$ cat src/rtl/operand_fetch.sv
`default_nettype none
// ============================================================================
// Module   : operand_fetch
// Purpose  : Collects a decoder-specified number of big-endian operand bytes
//            from the IRAM byte stream and presents one optionally
//            sign-extended operand word over a valid/ready handshake.
// Revision : 1.0  initial release
// ============================================================================
module operand_fetch #(
    parameter int DATA_W  = 8,
    parameter int MAX_OPS = 4,
    parameter int CNT_W   = 3
) (
    input  logic                      clk,
    input  logic                      reset,
    input  logic                      start,
    input  logic [CNT_W-1:0]          op_len,
    input  logic                      op_sext,
    input  logic                      abort,
    input  logic [DATA_W-1:0]         iram_data,
    input  logic                      iram_valid,
    output logic                      iram_ready,
    output logic [MAX_OPS*DATA_W-1:0] operand,
    output logic [CNT_W-1:0]          operand_len,
    output logic                      out_valid,
    input  logic                      out_ready,
    output logic [CNT_W-1:0]          remaining,
    output logic                      busy,
    output logic                      len_err
);

    localparam int               c_ACC_W   = MAX_OPS * DATA_W;
    localparam logic [CNT_W-1:0] c_MAX_LEN = CNT_W'(MAX_OPS);
    localparam logic [CNT_W-1:0] c_ONE     = CNT_W'(1);

    localparam logic [1:0] c_ST_IDLE  = 2'd0;
    localparam logic [1:0] c_ST_FETCH = 2'd1;
    localparam logic [1:0] c_ST_HOLD  = 2'd2;

    logic [1:0]         r_state;
    logic [1:0]         w_state_nxt;
    logic [c_ACC_W-1:0] r_acc;
    logic [CNT_W-1:0]   r_len;
    logic               r_sext;
    logic [CNT_W-1:0]   r_remaining;
    logic               r_len_err;

    logic               w_xfer;
    logic               w_start_ok;
    logic               w_len_bad;
    logic               w_sign;
    logic [c_ACC_W-1:0] w_operand;

    // A new start is only considered when the output slot is free or being
    // drained this very cycle; abort overrides everything.
    assign w_len_bad  = (op_len > c_MAX_LEN);
    assign w_start_ok = start && !abort &&
                        ((r_state == c_ST_IDLE) ||
                         ((r_state == c_ST_HOLD) && out_ready));
    assign w_xfer     = (r_state == c_ST_FETCH) && iram_valid && !abort;

    // ------------------------------------------------------------------
    // State register
    // ------------------------------------------------------------------
    always_ff @(posedge clk or negedge reset) begin
        if (!reset) begin
            r_state <= c_ST_IDLE;
        end else begin
            r_state <= w_state_nxt;
        end
    end

    // ------------------------------------------------------------------
    // Next-state logic
    // ------------------------------------------------------------------
    always_comb begin
        w_state_nxt = r_state;
        case (r_state)
            c_ST_IDLE: begin
                if (w_start_ok && !w_len_bad) begin
                    w_state_nxt = (op_len == '0) ? c_ST_HOLD : c_ST_FETCH;
                end
            end
            c_ST_FETCH: begin
                if (w_xfer && (r_remaining == c_ONE)) begin
                    w_state_nxt = c_ST_HOLD;
                end
            end
            c_ST_HOLD: begin
                if (out_ready) begin
                    if (w_start_ok && !w_len_bad) begin
                        w_state_nxt = (op_len == '0) ? c_ST_HOLD : c_ST_FETCH;
                    end else begin
                        w_state_nxt = c_ST_IDLE;
                    end
                end
            end
            default: w_state_nxt = c_ST_IDLE;
        endcase
        if (abort) begin
            w_state_nxt = c_ST_IDLE;
        end
    end

    // ------------------------------------------------------------------
    // Outputs
    // ------------------------------------------------------------------
    always_comb begin
        iram_ready  = 1'b0;
        out_valid   = 1'b0;
        busy        = 1'b0;
        operand     = '0;
        operand_len = '0;
        case (r_state)
            c_ST_FETCH: begin
                iram_ready = 1'b1;
                busy       = 1'b1;
            end
            c_ST_HOLD: begin
                out_valid   = 1'b1;
                busy        = 1'b1;
                operand     = w_operand;
                operand_len = r_len;
            end
            default: ;
        endcase
    end

    assign remaining = r_remaining;
    assign len_err   = r_len_err;

    // ------------------------------------------------------------------
    // Datapath: accumulator, latched length/sext, byte counter
    // ------------------------------------------------------------------
    always_ff @(posedge clk or negedge reset) begin
        if (!reset) begin
            r_acc       <= '0;
            r_len       <= '0;
            r_sext      <= 1'b0;
            r_remaining <= '0;
            r_len_err   <= 1'b0;
        end else if (abort) begin
            r_acc       <= '0;
            r_len       <= '0;
            r_sext      <= 1'b0;
            r_remaining <= '0;
            r_len_err   <= 1'b0;
        end else begin
            r_len_err <= w_start_ok && w_len_bad;
            if (w_start_ok && !w_len_bad) begin
                r_acc       <= '0;
                r_len       <= op_len;
                r_sext      <= op_sext;
                r_remaining <= op_len;
            end else if (w_xfer) begin
                r_acc       <= (r_acc << DATA_W) | c_ACC_W'(iram_data);
                r_remaining <= r_remaining - c_ONE;
            end
        end
    end

    // Sign bit is the MSB of the first-arrived byte, which sits in lane len-1.
    always_comb begin
        w_sign = 1'b0;
        for (int i = 0; i < MAX_OPS; i++) begin
            if (r_len == CNT_W'(i + 1)) begin
                w_sign = r_acc[i*DATA_W + DATA_W - 1];
            end
        end
    end

    for (genvar g = 0; g < MAX_OPS; g++) begin : g_lane
        localparam logic [CNT_W-1:0] c_LANE = CNT_W'(g);
        assign w_operand[g*DATA_W +: DATA_W] =
            (c_LANE < r_len) ? r_acc[g*DATA_W +: DATA_W]
                             : {DATA_W{r_sext & w_sign}};
    end

endmodule
`default_nettype wire

$ cat config.mk
export PLATFORM = sky130hd
export DESIGN_NAME = operand_fetch
export DESIGN_NICKNAME = d
export VERILOG_FILES = /design/src/rtl/operand_fetch.sv
export SDC_FILE = /design/constraint.sdc
export NUM_CORES = 1
export LEC_CHECK = 0
export BUFFER_PORTS_ARGS = -buffer_cell sky130_fd_sc_hd__buf_2
export CORE_UTILIZATION = 25
export DETAILED_ROUTE_END_ITERATION = 6
export HOLD_SLACK_MARGIN = 0.12
export PLACE_DENSITY = 0.53
export SLEW_MARGIN = 20
export SYNTH_ARGS = -nofsm -noshare
export SYNTH_HDL_FRONTEND = slang
export SYNTH_SLANG_ARGS = --single-unit
$ cat constraint.sdc
create_clock -name clk -period 1.6 [get_ports clk]
set_input_delay 0.32 -clock clk [delete_from_list [all_inputs] [get_ports clk]]
set_output_delay 0.32 -clock clk [all_outputs]
set_load 0.02 [all_outputs]
== Word level (Yosys, flattened, before mapping) ==
Cells that the tools add are included.

* Register bits after elaboration: 42
* Bits of input ports: 18
* Output and inout bits: 42

* $add $sub $neg: 1
* Order comparisons: 5
* Equality and inequality tests: 10
* Multiplexer cells: 31
* Bitwise logic cells: 2
* Reductions and logical operators: 17

{| class="wikitable"
|+ Operators with widths
! cell !! number
|-
| 32-bit two-way mux || 4
|-
| 8-bit two-way mux || 4
|-
| 32-bit by 8-bit OR with 32-bit output || 1
|-
| 3-bit two-way mux || 6
|-
| 2-bit two-way mux || 6
|-
| 1-bit two-way mux || 10
|-
| 1-bit logical AND || 8
|-
| 3-bit by 1-bit equality test with 1-bit output (second input constant) || 2
|-
| 3-bit by 2-bit equality test with 1-bit output (second input constant) || 2
|-
| 1-bit by 3-bit less-than comparator with 1-bit output (first input constant) || 2
|-
| 2-bit by 3-bit less-than comparator with 1-bit output (first input constant) || 2
|-
| 3-bit by 2-bit != test with 1-bit output (second input constant) || 2
|-
| 2-bit one-hot mux with 3 select lines || 1
|-
| 3-bit equality test (second input constant) || 1
|-
| 3-bit > comparator (second input constant) || 1
|-
| 3-bit zero test || 1
|-
| 3-bit != test (second input constant) || 1
|-
| 3-bit AND reduction || 1
|-
| 3-bit nonzero test || 1
|-
| 3-bit by 1-bit subtractor with 3-bit output (second input constant) || 1
|-
| 2-bit by 1-bit equality test with 1-bit output (second input constant) || 1
|-
| 2-bit equality test (second input constant) || 1
|-
| 1-bit zero test || 2
|-
| 2-bit zero test || 1
|-
| 4 further kinds || 4
|}

== Depth between registers and ports, before layout ==
Gate-level depths: netlist of run 1.

* Word-level depth: 9
* Depth in mapped cells: 7
* Gate-level depth less buffers: 6

== Least setup slack after synthesis of run 1 ==
No wires, ideal clock.

* Path kind: register -> output
* Start: reg r_state[0]
* End: out operand[0]
* Arrival time: 1,523 ps
* Setup slack: -243 ps
* Cell stages (with the launch flop): 6
* Path buffers: 1
* Cell sequence: dfrtp_1 > inv_1 > ha_1 > clkbuf_1 > o31a_2 > and2_1

* Cells in the longest elaborated chain, start to end: 2

{| class="wikitable"
|+ RTL lines
! what !! line !! RTL
|-
| start: declaration || 40 || <nowiki>logic [1:0] r_state;</nowiki>
|-
| start signal: assignment || 67 || <nowiki>r_state <= c_ST_IDLE;</nowiki>
|-
| start signal: assignment || 69 || <nowiki>r_state <= w_state_nxt;</nowiki>
|-
| 2-bit equality test || 114 || <nowiki>case (r_state)</nowiki>
|-
| 32-bit two-way mux || 114 ||
|-
| end: declaration || 23 || <nowiki>output logic [MAX_OPS*DATA_W-1:0] operand,</nowiki>
|}

No other way between the ends.

== Worst setup path in the final report of run 1 ==
* Start: reg r_len[0]
* End: out operand[30]

* Cells in the longest elaborated chain, start to end: 8
* Elaborated cells between the ends (all ways): 12
* Those cells by class: 1 x order compare; 4 x eq/ne; 6 x mux; 1 x bitwise

{| class="wikitable"
|+ RTL lines
! what !! line !! RTL
|-
| start: declaration || 43 || <nowiki>logic [CNT_W-1:0] r_len;</nowiki>
|-
| start signal: assignment || 152 || <nowiki>r_len <= op_len;</nowiki>
|-
| 3-bit by 1-bit equality test with 1-bit output || 166 || <nowiki>if (r_len == CNT_W'(i + 1)) begin</nowiki>
|-
| 1-bit two-way mux (4 in a row) || 166 ||
|-
| 1-bit bitwise AND || 176 || <nowiki>: {DATA_W{r_sext & w_sign}};</nowiki>
|-
| 8-bit two-way mux * || 175 || <nowiki>(c_LANE < r_len) ? r_acc[g*DATA_W +: DATA_W]</nowiki>
|-
| 32-bit two-way mux * || 114 ||
|}

Mark *: on every way between the ends. The rest lies on a longest branch, timed or not.

==> run_results.csv, run 1 <==
group,metric,value,unit
outcome,status,"complete, but fails checks",
outcome,violations,"setup timing",
sta,rsz0062_at_grt,"true",
synth,yosys_warnings,0,
setup_path,crit_chain,"mux2_4, a32o_2, a21oi_4, nor2_1, buf_4",
global_routing,overflow,0,
sta,setup_ws,-0.501,ns
synth,yosysSeqAreaShare,0.464,
final_layout,drive_above_1_share,0.555,
synth,synthesis.area,2260,um^2
drt,wl_per_cell,15.5,um
drt,drt_iter0_markers,131,
cts,clock_path_buffers,2,
global_routing,grt_pass1_vias,2465,
hold_path,hold_path.class,"input pin to flip-flop",
global_routing,antenna_found_initial,0,
floorplan,die_x,97.2,um
sta,hold_viol,0,
global_routing,met3_usage,0.0309,
place,io_buffers,59,
cts,cts_made_buffers,5,
drt,drt-vias-per-instance,4.87,
sta,clock_skew,0.0137,ns
synth,synth_edf_count,0,
drt,drc,0,
synth,synth_cells,265,
final_layout,final_cells,481,
floorplan,start_util,0.258,
sta,post-route-period-util,1.31,
setup_path,cp_slowest_stage_delay,0.40,ns
cts,clkSinkCount,42,
place,placed_cells,445,
cts,clock_latency,0.31,ns
floorplan,die-area,9440,um^2
synth,syn_avg_cell_area,8.55,um^2
setup_path,path_class,"flip-flop to output port",
final_layout,nets,396,
setup_path,cp-start-kind,"flip-flop",
synth,synth_nets,289,
final_layout,seq_area,1050,um^2
floorplan,core_area,8760,um^2
sta,final-setup-viol-count,77,
synth,synthDistinctLibCells,38,
final_layout,multi_input_area,1520,um^2
place,placed_cell_area,2920,um^2
global_routing,met2_usage,0.268,
sta,finalCriticalPeriod,2.10,ns
pwr,totalPowerFinal,0.00447,W
global_routing,grt_pass1_wl,12.4,mm
global_routing,use_met1,0.219,
cts,ctsRootBufferMaster,"clkbuf_8",
synth,synthTopCellsByCount,"nand2_1, dfrtp_1, a21oi_1, nor2_1, o21ai_0",
final_layout,fin_area,4020,um^2
sta,max_slew.worst_pin.slew,0.639,ns
synth,synth_area_leaders,"dfrtp_1, nand2_1, a21oi_1, o21ai_0, nor2_1",
synth,synth_ff_type,"dfrtp_1",
setup_path,cpMaxStageDelayCell,"dfrtp_1",
final_layout,fin_util,0.458,
pwr,irDropWorstVdd,0.383,mV
final_layout,areaGrowthSynthToFinish,77.4,%
sta,slew_viol_final,0,
drt,num_vias,2342,
global_routing,grt_max_degree,43,
floorplan,num_rows,34,
synth,ys_ff_latch,42,
drt,drtAntennaViolNets,0,
pwr,power.density,1110,nW/um^2
setup_path,cp_data_arrival_time,1.78,ns
cts,cts_tree,"done",
cts,htreeDepth,2,
global_routing,top_usage_layer,"met2",
flow_run,drv_cap,0,
global_routing,grt_usage,0.164,
setup_path,worstSetupEndpointType,"output port",
setup_path,crit_fanout,8,
final_layout,antennaDiodeCount,0,
final_layout,fillers,829,
synth,synth_top_cell_by_area,"dfrtp_1",
drt,first_pass_iters,4,
drt,wl,7.45,mm
place,gp_congestion,0.774,
setup_path,critPathRequiredTime,1.28,ns
cts,clk_pin_slew,0.08,ns
floorplan,die_h,97.2,um
sta,fmax,476,MHz
synth,synth_top_area_frac,0.464,
sta,slew_headroom,0.571,
synth,synth-async-reset-ratio,1.00,
pwr,p_leak,1.68,nW
floorplan,pin_count,60,
place,dp_hpwl,4.56,mm
synth,yosysMostFrequentCell,"nand2_1",
metrics by stage:
stage	worst slack (ns)	setup TNS (ns)	hold slack, ns
2_1_floorplan	-0.106	-1.48	0.0244
3_3_place_gp	-0.168	-4.20	0.315
6_report	-0.501	-19.05	0.242
3_5_place_dp	-0.208	-5.73	0.322
4_1_cts	-0.501	-15.59	0.238
5_1_grt	-0.574	-24.33	0.236
sequential cells by signal, indices dropped and copies added (netlist names):
name / count
r_acc: 32
r_len: 3
remaining: 3
r_state: 2
len_err: 1
r_sext: 1
kinds of logic after synthesis:
| family | count (synthesis) | share of synthesized area |
|---|---|---|
| AND/OR/NAND/NOR | 112 | 0.217 |
| AO/OA/AOI/OAI | 83 | 0.235 |
| flip-flops | 42 | 0.464 |
| buffers and inverters | 18 | 0.0326 |
| adder cells (fa/ha/maj) | 6 | 0.0331 |
| multiplexers | 3 | 0.0138 |
| XOR/XNOR | 1 | 0.00387 |
worst max-delay path, delay by kind of cell (launching register included):
family                 cells  cell delay (ns)
multiplexers               1             0.31
AO/OA/AOI/OAI              2             0.51
buffers and inverters      1             0.16
AND/OR/NAND/NOR            1             0.09
flip-flops                 1             0.40
routing by layer:
| metal | vias up | part of all wire |
|---|---|---|
| met5 | - | 0 |
| met2 | 51 | 0.48 |
| met3 | 8 | 0.044 |
| met1 | 1159 | 0.46 |
| li1 | 1124 | - |
| met4 | 0 | 0.013 |
power by group:
group          leakage [nW]  switching [W]  total [W]  internal, W
clock network        0.0683       0.000403    0.00103     0.000625
logic                  1.04        0.00109    0.00222      0.00113
registers             0.576      0.0000837    0.00122      0.00114
placed cells by master, fill, tap and decap left out, types with 3 or more instances in the layout:
cell	n
nand2_1	67
buf_6	50
dfrtp_1	40
a21oi_2	31
buf_4	26
buf_2	24
o21ai_0	16
and2_4	12
nor2_1	10
nor2_2	10
o21a_1	10
buf_12	9
a21oi_4	5
clkbuf_8	5
inv_1	3
ha_1	3
ha_4	3
buf_16	3
worst paths after layout:
path	startpoint	to	cells after the start	slack [ns]
max	r_len[0]	operand[30]	5	-0.50
min	iram_data[6]	r_acc[6]	3	0.24
max reg2reg	r_state[1]	r_acc[20]	8	-0.21
min reg2reg	r_acc[28]	r_acc[28]	2	0.54
max in group asynchronous	reset	r_len[1]	3	0.86
min in group asynchronous	reset	remaining[1]	3	0.51
what timing repair did:
action | 4_1_cts | 5_1_grt
setup endpoints to repair | 76 | 79
hold buffers | 1 | 0
setup buffers | 17 | 10
resized for setup | 144 | 39
pin swaps | 29 | 18
endpoints found under the hold margin | 42 | 0
gates cloned | 5 | 0
layout make-up:
class	instances	share of cell area
Clock buffer	5	0.0171
Timing Repair Buffer	113	0.287
Clock inverter	3	0.0171
Multi-Input combinational cell	205	0.378
Sequential cell	42	0.262
Tap cell	108	0.0336
Inverter	5	0.00529
Note: power is estimated with default switching activity, not from simulation.
==> inputs of run 2 (changes only) <==
Settings changed: ABC_AREA from default to 1.
==> run 2 against run 1 <==
  * The run still ends with setup timing left
  * Flip-flop and latch count unchanged
  * Non-clock buffer count down 9
  * First-iteration DRC count decreased by 37%
  * Clock power decreased by 19%
  * Utilization decreased by 0.97 points
  * Via count rose by 5.0%
  * Final cell count increased by 14%
  * Count of clock-buffer cells in the layout increased by 1
  * Final area grew 4.7%
  * Routed wire length decreased by 2.1%
  * Sequential power grew 7%
  * Maximum frequency grew 11%
==> run_results.csv, run 2 <==
group,metric,value,unit
setup_path,critPathRequiredTime,1.28,ns
pwr,power_switching,0.00194,W
final_layout,drive_above_1_share,0.520,
floorplan,num_rows,35,
synth,synthTopCellsByCount,"nand2_1, nor2_1, dfrtp_1, inv_1, nand3_1",
sta,rsz0062_at_grt,"true",
drt,drc,0,
sta,setup_ws,-0.293,ns
floorplan,die_x,101,um
cts,htreeDepth,2,
drt,drt-vias-per-instance,4.49,
synth,synth_edf_count,0,
synth,synthesis.area,2450,um^2
sta,slew_viol_final,0,
pwr,totalPowerFinal,0.00470,W
final_layout,largest_register,"r_acc",
sta,fmax,528,MHz
drt,drt_iter0_markers,82,
global_routing,grt_max_degree,43,
setup_path,path_buf_inv,1,
synth,ys_ff_latch,42,
final_layout,areaGrowthSynthToFinish,71.9,%
floorplan,core_area,9370,um^2
pwr,p_leak,1.98,nW
drt,num_vias,2459,
outcome,violations,"setup timing",
global_routing,antenna_found_initial,0,
setup_path,cp-start-kind,"flip-flop",
setup_path,cpMaxStageDelayCell,"dfrtp_2",
synth,synth-async-reset-ratio,1.00,
sta,hold_viol,0,
setup_path,worstSetupEndpointType,"output port",
flow_run,drv_cap,0,
place,pre_cts_slack,-0.0684,ns
pwr,p_clk_frac,0.177,
pwr,p_seq_frac,0.276,
pwr,comb_power_share,0.546,
synth,synth_cells,324,
setup_path,cp_slowest_stage_delay,0.44,ns
cts,cts_tree,"done",
pwr,sw_frac_of_total,0.414,
place,gp_congestion,0.833,
synth,synth_nets,348,
setup_path,cp_data_arrival_time,1.57,ns
place,io_buffers,59,
setup_path,crit_fanout,8,
cts,ctsRootBufferMaster,"clkbuf_8",
pwr,p_int,0.00275,W
synth,synthDistinctLibCells,29,
floorplan,pin_count,60,
sta,post-route-period-util,1.18,
synth,synth_top_area_frac,0.430,
sta,finalCriticalPeriod,1.89,ns
sta,final-setup-viol-count,66,
global_routing,overflow,0,
cts,cts_made_buffers,5,
synth,syn_avg_cell_area,7.55,um^2
hold_path,hold_path.class,"input pin to flip-flop",
drt,first_pass_iters,4,
place,dp_hpwl,5.02,mm
synth,yosysMostFrequentCell,"nand2_1",
synth,synth_area_leaders,"dfrtp_1, nand2_1, nor2_1, nand3_1, a21oi_1",
final_layout,largest_reg_flops,32,
drt,drtAntennaViolNets,0,
final_layout,mostFrequentLayoutCell,"buf_6",
final_layout,final_cell_mix,"buf_6, nand2_1, dfrtp_1",
synth,yosys_warnings,0,
pwr,irDropWorstVdd,0.580,mV
sta,slew_headroom,0.732,
sta,setup_tns,-9.52,ns
final_layout,antennaDiodeCount,0,
setup_path,crit_chain,"nor2_4, nand3_2, nand2_2, nand2_4, nand3_4, nand2_8, nor2_4, buf_6",
setup_path,critical_path.top_delay_family,"simple AND/OR/NAND/NOR gates",
floorplan,die_h,101,um
drt,wl,7.29,mm
pwr,power.density,1120,nW/um^2
final_layout,fillers,937,
setup_path,crit_top_cell,"nor2_4",
final_layout,nets,442,
cts,clkSinkCount,42,
drt,wl_per_cell,13.3,um
sta,max_slew.worst_pin.slew,0.398,ns
cts,clk_pin_slew,0.08,ns
cts,clock_path_buffers,2,
floorplan,die-area,10200,um^2
outcome,status,"complete, but fails checks",
cts,clock_latency,0.29,ns
global_routing,grt_pass1_vias,2405,
synth,synth_top_cell_by_area,"dfrtp_1",
synth,yosysSeqAreaShare,0.430,
global_routing,grt_usage,0.143,
synth,synth_ff_type,"dfrtp_1",
floorplan,start_util,0.261,
global_routing,grt_pass1_wl,11.5,mm
setup_path,path_class,"flip-flop to output port",
sta,clock_skew,0.00397,ns
-- run 2: path summary, 6_finish.rpt --
path,endpoint,from,depth (start not counted),slack (ns)
setup / recovery,operand[15],r_len[2],8,-0.29
hold / removal,r_sext,op_sext,3,0.25
setup reg to reg,remaining[2],r_state[0],13,-0.09
hold reg to reg,r_acc[24],r_acc[24],2,0.53
max in group asynchronous,r_acc[31],reset,3,0.85
min in group asynchronous,r_state[0],reset,3,0.52
-- run 2: logic make-up (layout without fill, tap and decap cells) --
kind of cell,after synthesis,in the layout,synth area share
AND/OR/NAND/NOR,184,184,0.357
flip-flops,42,42,0.430
adder cells (fa/ha/maj),6,6,0.0307
buffers and inverters,49,144,0.0885
AO/OA/AOI/OAI,43,43,0.0946
-- run 2: timing repair --
action / 4_1_cts / 5_1_grt
buffers inserted: 6 / 12
pin swaps: 4 / 27
setup endpoints to repair: 48 / 78
gates cloned: 0 / 1
hold buffers: 1 / 0
endpoints found under the hold margin: 42 / 0
resized for setup: 97 / 119
-- run 2: routing by layer --
metal  GRT usage  up-vias  wire length, um
li1            -     1243                -
met1       0.195     1164             3410
met2       0.238       44             3550
met3      0.0270        8              249
met4      0.0268        0               80
met5           0        -                0
-- run 2: power groups by stage --
stage               registers, W  clock network, W  logic (W)
floorplan                0.00132                 0    0.00110
global placement         0.00130                 0    0.00173
detailed placement       0.00131                 0    0.00175
CTS                      0.00129          0.000860    0.00197
global route             0.00132          0.000906    0.00275
finish                   0.00130          0.000833    0.00257
-- run 2: cell type report --
type	instances	area (um^2)	share of cell area
Tap cell	129	161	0.0384
Inverter	32	125	0.0298
Clock buffer	6	72.6	0.0173
Timing Repair Buffer	104	1020	0.242
Sequential cell	42	1050	0.251
Clock inverter	2	37.5	0.00893
Multi-Input combinational cell	233	1730	0.412
-- run 2: through the flow --
step / instance area (um^2) / std cells / utilization / hold WS (ns)
after floorplan: 2560 / 324 / - / 0.0244
after global routing: 4210 / 548 / 0.449 / 0.276
after detailed placement: 3200 / 524 / 0.342 / 0.315
after CTS: 3650 / 538 / 0.389 / 0.245
final: 4210 / 548 / 0.449 / 0.250
after global placement: 3200 / 524 / 0.342 / 0.310
-- run 2: worst min-delay path: stages --
cell and delay (ns):
buf_2 0.08, nand2_1 0.05, nand2_1 0.06
